===== src/rtl/divider_arbiter_pkg.sv =====
// Shared types and the round-robin pick function for divider_arbiter.
package divider_arbiter_pkg;

  typedef enum logic [1:0] {
    IDLE  = 2'd0,
    START = 2'd1,
    WAIT  = 2'd2,
    RESP  = 2'd3
  } state_t;

  // First set bit of valid[n-1:0] searching ptr, ptr+1, ... with wrap; 0 if none.
  function automatic int unsigned rrPick(input logic [31:0] valid,
                                         input int unsigned n,
                                         input int unsigned ptr);
    int unsigned idx;
    rrPick = 0;
    for (int unsigned i = 0; i < n; i++) begin
      idx = (ptr + n - 1 - i) % n;
      if (valid[idx]) rrPick = idx;
    end
  endfunction

endpackage


===== src/rtl/dividerFsm.sv =====
// Iterative restoring divider: i_begin loads, WIDTH shift/subtract steps, then a one-cycle o_done.
module dividerFsm #(
  parameter int WIDTH          = 8,
  parameter int ABSTRACT_MODEL = 0
) (
  input  logic             i_clk,
  input  logic             i_rst,
  input  logic             i_cg,
  input  logic             i_begin,
  input  logic [WIDTH-1:0] i_dividend,
  input  logic [WIDTH-1:0] i_divisor,
  output logic             o_done,
  output logic [WIDTH-1:0] o_quotient,
  output logic [WIDTH-1:0] o_remainder
);

  localparam int CW = $clog2(WIDTH);
  localparam logic [CW-1:0] LAST = CW'(WIDTH - 1);

  logic             r_run;
  logic             r_fin;
  logic             r_done;
  logic [CW-1:0]    r_cnt;
  logic [WIDTH-1:0] r_q;
  logic [WIDTH-1:0] r_r;
  logic [WIDTH-1:0] r_d;
  logic [WIDTH:0]   w_shift;
  logic             w_ge;
  logic [WIDTH-1:0] w_sub;

  assign w_shift = {r_r, r_q[WIDTH-1]};
  assign w_ge    = (w_shift >= {1'b0, r_d});
  // When w_ge holds the difference is below r_d, so it fits in WIDTH bits.
  assign w_sub   = w_shift[WIDTH-1:0] - r_d;

  always_ff @(posedge i_clk) begin
    if (i_rst) begin
      r_run  <= 1'b0;
      r_fin  <= 1'b0;
      r_done <= 1'b0;
      r_cnt  <= '0;
    end else if (i_cg) begin
      r_done <= r_fin;
      r_fin  <= 1'b0;
      if (i_begin && !r_run) begin
        r_run <= 1'b1;
        r_cnt <= '0;
      end else if (r_run) begin
        r_cnt <= r_cnt + 1'b1;
        if (r_cnt == LAST) begin
          r_run <= 1'b0;
          r_fin <= 1'b1;
        end
      end
    end
  end

  always_ff @(posedge i_clk) begin
    if (i_cg) begin
      if (i_begin && !r_run) begin
        r_q <= i_dividend;
        r_r <= '0;
        r_d <= i_divisor;
      end else if (r_run) begin
        if (ABSTRACT_MODEL != 0) begin
          if (r_cnt == LAST) begin
            r_q <= (i_divisor == '0) ? '1 : i_dividend / i_divisor;
            r_r <= (i_divisor == '0) ? i_dividend : i_dividend % i_divisor;
          end
        end else begin
          r_q <= {r_q[WIDTH-2:0], w_ge};
          r_r <= w_ge ? w_sub : w_shift[WIDTH-1:0];
        end
      end
    end
  end

  assign o_done      = r_done;
  assign o_quotient  = r_q;
  assign o_remainder = r_r;

endmodule


===== src/rtl/divider_arbiter_rr.sv =====
// Combinational round-robin arbiter: one-hot grant and index of the first valid from pointer.
module rr_arbiter
  import divider_arbiter_pkg::*;
#(
  parameter int N_REQ = 4,
  localparam int IW   = (N_REQ > 1) ? $clog2(N_REQ) : 1
) (
  input  logic [N_REQ-1:0] i_valid,
  input  logic [IW-1:0]    i_ptr,
  output logic [N_REQ-1:0] o_grant,
  output logic [IW-1:0]    o_idx,
  output logic             o_any
);

  assign o_any = |i_valid;

  always_comb begin
    o_idx   = IW'(rrPick(32'(i_valid), N_REQ, 32'(i_ptr)));
    o_grant = '0;
    if (o_any) o_grant[o_idx] = 1'b1;
  end

endmodule


===== src/rtl/divider_arbiter.sv =====
// Shares one dividerFsm among N_REQ valid/ready requesters with round-robin grant
// and a single held response channel tagged with the requester id.
module divider_arbiter
  import divider_arbiter_pkg::*;
#(
  parameter int WIDTH          = 8,
  parameter int N_REQ          = 4,
  parameter int ABSTRACT_MODEL = 0,
  localparam int IW            = (N_REQ > 1) ? $clog2(N_REQ) : 1
) (
  input  logic                   i_clk,
  input  logic                   i_rst_n,
  input  logic                   i_cg,
  input  logic [N_REQ-1:0]       i_req_valid,
  output logic [N_REQ-1:0]       o_req_ready,
  input  logic [N_REQ*WIDTH-1:0] i_req_dividend,
  input  logic [N_REQ*WIDTH-1:0] i_req_divisor,
  output logic                   o_rsp_valid,
  input  logic                   i_rsp_ready,
  output logic [IW-1:0]          o_rsp_id,
  output logic [WIDTH-1:0]       o_rsp_quotient,
  output logic [WIDTH-1:0]       o_rsp_remainder,
  output logic                   o_rsp_dbz,
  output logic                   o_busy
);

  state_t           r_state;
  logic [IW-1:0]    r_ptr;
  logic [IW-1:0]    r_id;
  logic             r_begin;
  logic             r_rsp_valid;
  logic             r_busy;
  logic [WIDTH-1:0] r_dividend;
  logic [WIDTH-1:0] r_divisor;
  logic [WIDTH-1:0] r_quot;
  logic [WIDTH-1:0] r_rem;
  logic             r_dbz;

  logic [N_REQ-1:0] w_grant;
  logic [IW-1:0]    w_idx;
  logic             w_any;
  logic             w_div_rst;
  logic             w_div_done;
  logic [WIDTH-1:0] w_div_q;
  logic [WIDTH-1:0] w_div_r;

  rr_arbiter #(.N_REQ(N_REQ)) u_rr (
    .i_valid (i_req_valid),
    .i_ptr   (r_ptr),
    .o_grant (w_grant),
    .o_idx   (w_idx),
    .o_any   (w_any)
  );

  assign w_div_rst = !i_rst_n;

  dividerFsm #(.WIDTH(WIDTH), .ABSTRACT_MODEL(ABSTRACT_MODEL)) u_div (
    .i_clk       (i_clk),
    .i_rst       (w_div_rst),
    .i_cg        (i_cg),
    .i_begin     (r_begin),
    .i_dividend  (r_dividend),
    .i_divisor   (r_divisor),
    .o_done      (w_div_done),
    .o_quotient  (w_div_q),
    .o_remainder (w_div_r)
  );

  assign o_req_ready = (r_state == IDLE && w_any) ? w_grant : '0;

  always_ff @(posedge i_clk or negedge i_rst_n) begin
    if (!i_rst_n) begin
      r_state     <= IDLE;
      r_ptr       <= '0;
      r_id        <= '0;
      r_begin     <= 1'b0;
      r_rsp_valid <= 1'b0;
      r_busy      <= 1'b0;
    end else if (i_cg) begin
      case (r_state)
        IDLE: begin
          if (w_any) begin
            r_id    <= w_idx;
            r_begin <= 1'b1;
            r_busy  <= 1'b1;
            r_state <= START;
          end
        end
        START: begin
          r_begin <= 1'b0;
          r_state <= WAIT;
        end
        WAIT: begin
          if (w_div_done) begin
            r_rsp_valid <= 1'b1;
            r_state     <= RESP;
          end
        end
        RESP: begin
          if (i_rsp_ready) begin
            r_rsp_valid <= 1'b0;
            r_busy      <= 1'b0;
            r_ptr       <= (r_id == IW'(N_REQ - 1)) ? '0 : r_id + 1'b1;
            r_state     <= IDLE;
          end
        end
        default: r_state <= IDLE;
      endcase
    end
  end

  always_ff @(posedge i_clk) begin
    if (i_cg) begin
      if (r_state == IDLE && w_any) begin
        r_dividend <= i_req_dividend[w_idx*WIDTH +: WIDTH];
        r_divisor  <= i_req_divisor[w_idx*WIDTH +: WIDTH];
      end
      if (r_state == WAIT && w_div_done) begin
        r_quot <= w_div_q;
        r_rem  <= w_div_r;
        r_dbz  <= (r_divisor == '0);
      end
    end
  end

  assign o_rsp_valid     = r_rsp_valid;
  assign o_rsp_id        = r_id;
  assign o_rsp_quotient  = r_quot;
  assign o_rsp_remainder = r_rem;
  assign o_rsp_dbz       = r_dbz;
  assign o_busy          = r_busy;

endmodule


===== config.mk =====
export PLATFORM = sky130hd
export DESIGN_NAME = divider_arbiter
export DESIGN_NICKNAME = d
export VERILOG_FILES = /design/src/rtl/divider_arbiter_pkg.sv /design/src/rtl/dividerFsm.sv /design/src/rtl/divider_arbiter_rr.sv /design/src/rtl/divider_arbiter.sv
export SDC_FILE = /design/constraint.sdc
export NUM_CORES = 1
export LEC_CHECK = 0
export ABC_AREA = 1
export BUFFER_PORTS_ARGS = -buffer_cell sky130_fd_sc_hd__buf_2
export CAP_MARGIN = 0
export CORE_MARGIN = 3
export CORE_UTILIZATION = 47
export DETAILED_ROUTE_END_ITERATION = 7
export GPL_TIMING_DRIVEN = 0
export HOLD_SLACK_MARGIN = 0.03
export MAX_ROUTING_LAYER = met4
export PLACE_DENSITY = 0.73
export SLEW_MARGIN = 20
export SYNTH_ARGS = -nofsm -noshare
export SYNTH_HDL_FRONTEND = slang
export SYNTH_HIERARCHICAL = 1
export SYNTH_SLANG_ARGS = --single-unit

===== constraint.sdc =====
create_clock -name i_clk -period 5.5 [get_ports i_clk]
set_input_delay 1.1 -clock i_clk [delete_from_list [all_inputs] [get_ports i_clk]]
set_output_delay 1.1 -clock i_clk [all_outputs]
set_load 0.005 [all_outputs]

# After elaboration in Yosys (flattened, before gate mapping)
# Index checks and enable logic that the tools add are counted.
# word_totals
word_cells	104
reg_bits	72
inputBits	72
# op_classes
eq_ne	8
add_sub_neg	8
shift	2
magnitude_cmp	7
n_mux	39
reduce_logical	22
# ops
cell	count
indexed part select 32 x 6 -> 8 bit	2
two-way mux 8 bit	4
less-than comparator 2 x 6 -> 1 bit, second input constant	4
two-way mux 2 bit	8
two-way mux 1 bit	14
AND reduction 4 bit	3
>= comparator 9 x 8 -> 1 bit	1
AND reduction 3 bit	3
binary-select mux 1 bit (select 2 bit)	4
zero test 8 bit	1
two-way mux 4 bit	2
case mux 2 bit (4 select lines)	1
AND reduction 2 bit	4
nonzero test 2 bit	4
subtractor 8 bit	1
== test 2 bit, second input constant	3
two-way mux 3 bit	2
case mux 1 bit (2 select lines)	3
adder 2 x 1 -> 2 bit, second input constant	2
logical AND 1 bit	4
inequality test 2 bit, second input constant	2
OR reduction 4 bit	1
subtractor 2 x 1 -> 2 bit, second input constant	2
subtractor 2 bit, second input constant	2
other kinds (9)	9

# Longest topological paths before layout
# depth
depth_word	14
ltp_mapped	14

# By module
# The synthesis kept the hierarchy.
# by_module_without_submodules
module	cells_per_inst	area_each_um2	n_inst	seq_area_each_um2
divider_arbiter	215	2190.9	1	1216.2
dividerFsm	211	1769.2	1	840.8
rr_arbiter	60	290.3	1	0.0

# Least setup slack after synthesis
# No wires, ideal clock.
# synth_timing
path_kind	input to output
startpoint	in i_req_valid[1]
endpoint	out o_req_ready[3]
required_time_ps	4400
path_stages	11
setup_slack_ps	2418
path_buffers	0
t_arrival_ps	1982
path_cell_list	inv_1 nand2_1 nand2_1 nor2_1 nor2_1 nand2_1 nand2_1 nand2_1 inv_1 inv_1 nor2_1
# synth_via
elab_chain_cells	12
word_cells_on_any_way	21
cone_classes	2 x order compare; 16 x mux; 3 x reduce/logical
# synth_rtl
element	line_no	text
from (decl)	divider_arbiter.sv:14	input logic [N_REQ-1:0] i_req_valid,
binary-select mux 1 bit (select 2 bit)	divider_arbiter_pkg.sv:19	if (valid[idx]) rrPick = idx;
two-way mux 1 bit (not written as such)	divider_arbiter_pkg.sv:19	
two-way mux 2 bit (3 in a row)	divider_arbiter_pkg.sv:19	
two-way mux 2 bit *	divider_arbiter_pkg.sv:19	
net w_idx[1]	divider_arbiter.sv:40	logic [IW-1:0] w_idx;
less-than comparator 2 x 3 -> 1 bit (not written as such) or >= comparator 2 x 1 -> 1 bit (tied branches)	divider_arbiter_rr.sv:20	if (o_any) o_grant[o_idx] = 1'b1;
logical AND 1 bit (not written as such)	divider_arbiter_rr.sv:20	
two-way mux 1 bit (not written as such)	divider_arbiter_rr.sv:20	
demux 1 bit (select 2 bit) *	-	
two-way mux 4 bit *	divider_arbiter_rr.sv:20	
net w_grant[3]	divider_arbiter.sv:39	logic [N_REQ-1:0] w_grant;
two-way mux 4 bit *	divider_arbiter.sv:69	assign o_req_ready = (r_state == IDLE && w_any) ? w_grant : '0;
to (decl)	divider_arbiter.sv:15	output logic [N_REQ-1:0] o_req_ready,
# Mark *: on every way through the listed nets, which the timed path passes. The rest lies on a longest branch. The select of a mux whose other input is x is not followed.

# Final worst setup path
# layout_timing
startpoint	in i_req_valid[3]
endpoint	out o_req_ready[0]
# The elaborated chain is that of the path after synthesis.

==> metrics <==
Slew Viols, Final=0; worst-path fanout max=10; CP peak stage delay=240 ps; commonest non-fill, non-tap cell in the layout=nand2_1; max_cap viols=0; CP max-delay cell=nand2_1; HPWL after DPL=7170 um; CTS sink count=72; largest net degree at the start of global routing=18; period utilisation layout=0.645; post-CTS sizing=0; sequential element share of the synthesized area=0.484; syn nets=~580; final worst clock skew=10.3 ps; number of flops mapped to enable cells by yosys=57; Skew-Pair Late Insertion Delay=350 ps; Worst Tran Pin Value=717 ps; Die W=101 um; DRT iter0 DRCs=151; Layout fillers=768; vias in the first global route=3380; hold_buf cts=0; Setup Viol. Count Final=0; Hold Slack=455 ps; Clk pin slew, worst setup/hold paths=~80 ps; min Tclk post-route=between 3000 and 4000 ps; ys async rst share=0.125; Hold/Removal Path Class=reg2reg; fmax=approximately 0.28 GHz; first-pass GRT wire length=15100 um; RSZ-0062 raised after global routing=false; Post-Syn Area=4250 um2; Fin. Hold Viols=0; DIE AREA=slightly above 10000 um2; routed len/inst=13.1 um; Warnings, synthesis=6; Core Area=8760 um2; CP delay by family, top=simple AND/OR/NAND/NOR gates; Final nets=685; PD cells=579 nW/um2; total track usage=0.192; startpoint types=input pin; layout cell share with drive strength beyond 1=0.306; n_diodes=0; Root Buffer=clkbuf_8; Row Count=34; Sum Neg Setup Slack=0 ps; Max VDD drop=444 uV; Synth Area per Inst=slightly below 9 um2; most frequent CP cell=nand2_1; commonest cells after routing, fill and taps aside=nand2_1 (127), buf_2 (97), nor2_1 (68); critical path class=in2out; Crit path required time=around 4400 ps; Clock Path Buffers=2; TritonRoute pass-1 iters=5; drt via density=5.13; Worst Path Arrival=2450 ps; Non-Filler Instances=707; Slew HR=0.522; Netlist cell types=37; Die Span Y=101 um; # IOs=97; vias post-DR=3629; Gate Count Post-Synth=slightly below 500; status=finished, final reports clean; placed cell count=691; Port Buffers=96; antenna-violating nets left=0; CTS H-Tree Depth=3; worst-path cell chain=buf_2 > inv_1 > nand2_1 > nand3_1 > nand2_1 > nand2_1 > nand2_1 > nand2_1 > nand2_1 > nor2_1 > inv_1 > nor2_1 > buf_2; Total Routed Length=9240 um; synthesized flop and latch total=72; Overall Power=between 2000 and 3000 uW; gr ovfl total=0; synth-to-layout area growth=19.2%; CTS Buf Count=9; Post-CTS Setup Bufs=0; leakage=0.00242 uW; Critical Path End Type=output pin; final instance area=5070 um2; placer congestion estimate=about 0.93; initial antenna violation count=0; Starting Density=0.485; CTS tree=yes; Buffers & Inverters on Critical Path=4; Post-route DRC=0; most used flip-flop cell after synthesis=edfxtp_1; placed instance area=4880 um2
-- flip-flops by register name, indices dropped and copies added (netlist names), 2 cells and up --
name / cells
r_divisor: 8
o_rsp_id: 2
r_state: 2
o_rsp_remainder: 8
o_rsp_quotient: 8
u_div/r_cnt: 3
r_ptr: 2
u_div/o_remainder: 8
u_div/o_quotient: 8
u_div/r_d: 8
r_dividend: 8
-- cell usage after synthesis (all sizes together) (6+ instances only) --
master / n / area (um2)
edfxtp: 57 / 1710
nand2: 142 / 591
nor2: 76 / 305
o21ai: 41 / 250
inv: 59 / 224
dfrtp: 9 / 225
buf: 9 / 83.8
a21oi: 12 / 90.1
nand3: 26 / 158
o22ai: 16 / 156
dfxtp: 6 / 120
ha: 18 / 225
-- worst reg2reg max path, stage by stage, from the launching register on --
cell	delay, ps
dfrtp_1	380
buf_6	160
inv_4	60
nand2_1	100
nand3_1	110
nand2_1	80
nand2_1	40
nand2_1	70
nand2_1	50
nand2_1	300
inv_2	160
buf_6	190
o21ai_2	70
o22ai_2	80
-- metrics by stage --
step                utilization  setup slack [ps]
CTS                       0.578              2000
floorplan                     -              2420
global placement          0.555              2000
finish                    0.578              1950
global route              0.578              1830
detailed placement        0.557              2010
-- final cells by class --
class	count	area, um2	share of cell area
repair buffers	97	492	0.0970
well taps	108	135	0.0267
clock inverters	7	61.3	0.0121
plain buffers	11	91.3	0.0180
flip-flops and latches	72	2060	0.406
clock buffers	9	124	0.0244
multi-input cells	343	1880	0.371
inverters	60	228	0.0449
-- where the power goes --
part / switching (uW) / total [uW] / internal, uW / leakage [uW]
Sequential: 93.2 / 933 / 840 / 0.000687
Combinational: 998 / 1610 / 612 / 0.00164
Clock: 218 / 390 / 172 / 0.0000888
Total: 1310 / 2930 / 1620 / 0.00242
-- worst paths after layout --
path | start | end | slack, ps | depth (start not counted)
min in group asynchronous | i_rst_n | r_ptr[1] | 600 | 1
max reg2reg | r_ptr[0] | r_divisor[2] | 3380 | 13
min reg2reg | r_divisor[3] | u_div/r_d[3] | 450 | 0
max in group asynchronous | i_rst_n | o_busy | 4700 | 1
min | r_divisor[3] | u_div/r_d[3] | 450 | 0
max | i_req_valid[3] | o_req_ready[0] | 1950 | 13
-- cells by family (layout without fill, tap and decap cells) --
logic type,Yosys count,after routing,synth area share
compound gates,71,71,0.120
flops,72,72,0.484
simple gates,251,251,0.259
fa+ha+maj,19,19,0.0577
buf+inv,71,184,0.0751
xor+xnor,2,2,0.00412
-- layer usage --
layer  routed length (um)  global-route usage
met5                    0                   -
met4                  227              0.0654
met3                  671              0.0408
met2                 4380               0.311
met1                 3960               0.239
Power figures use the tool's default switching activity.
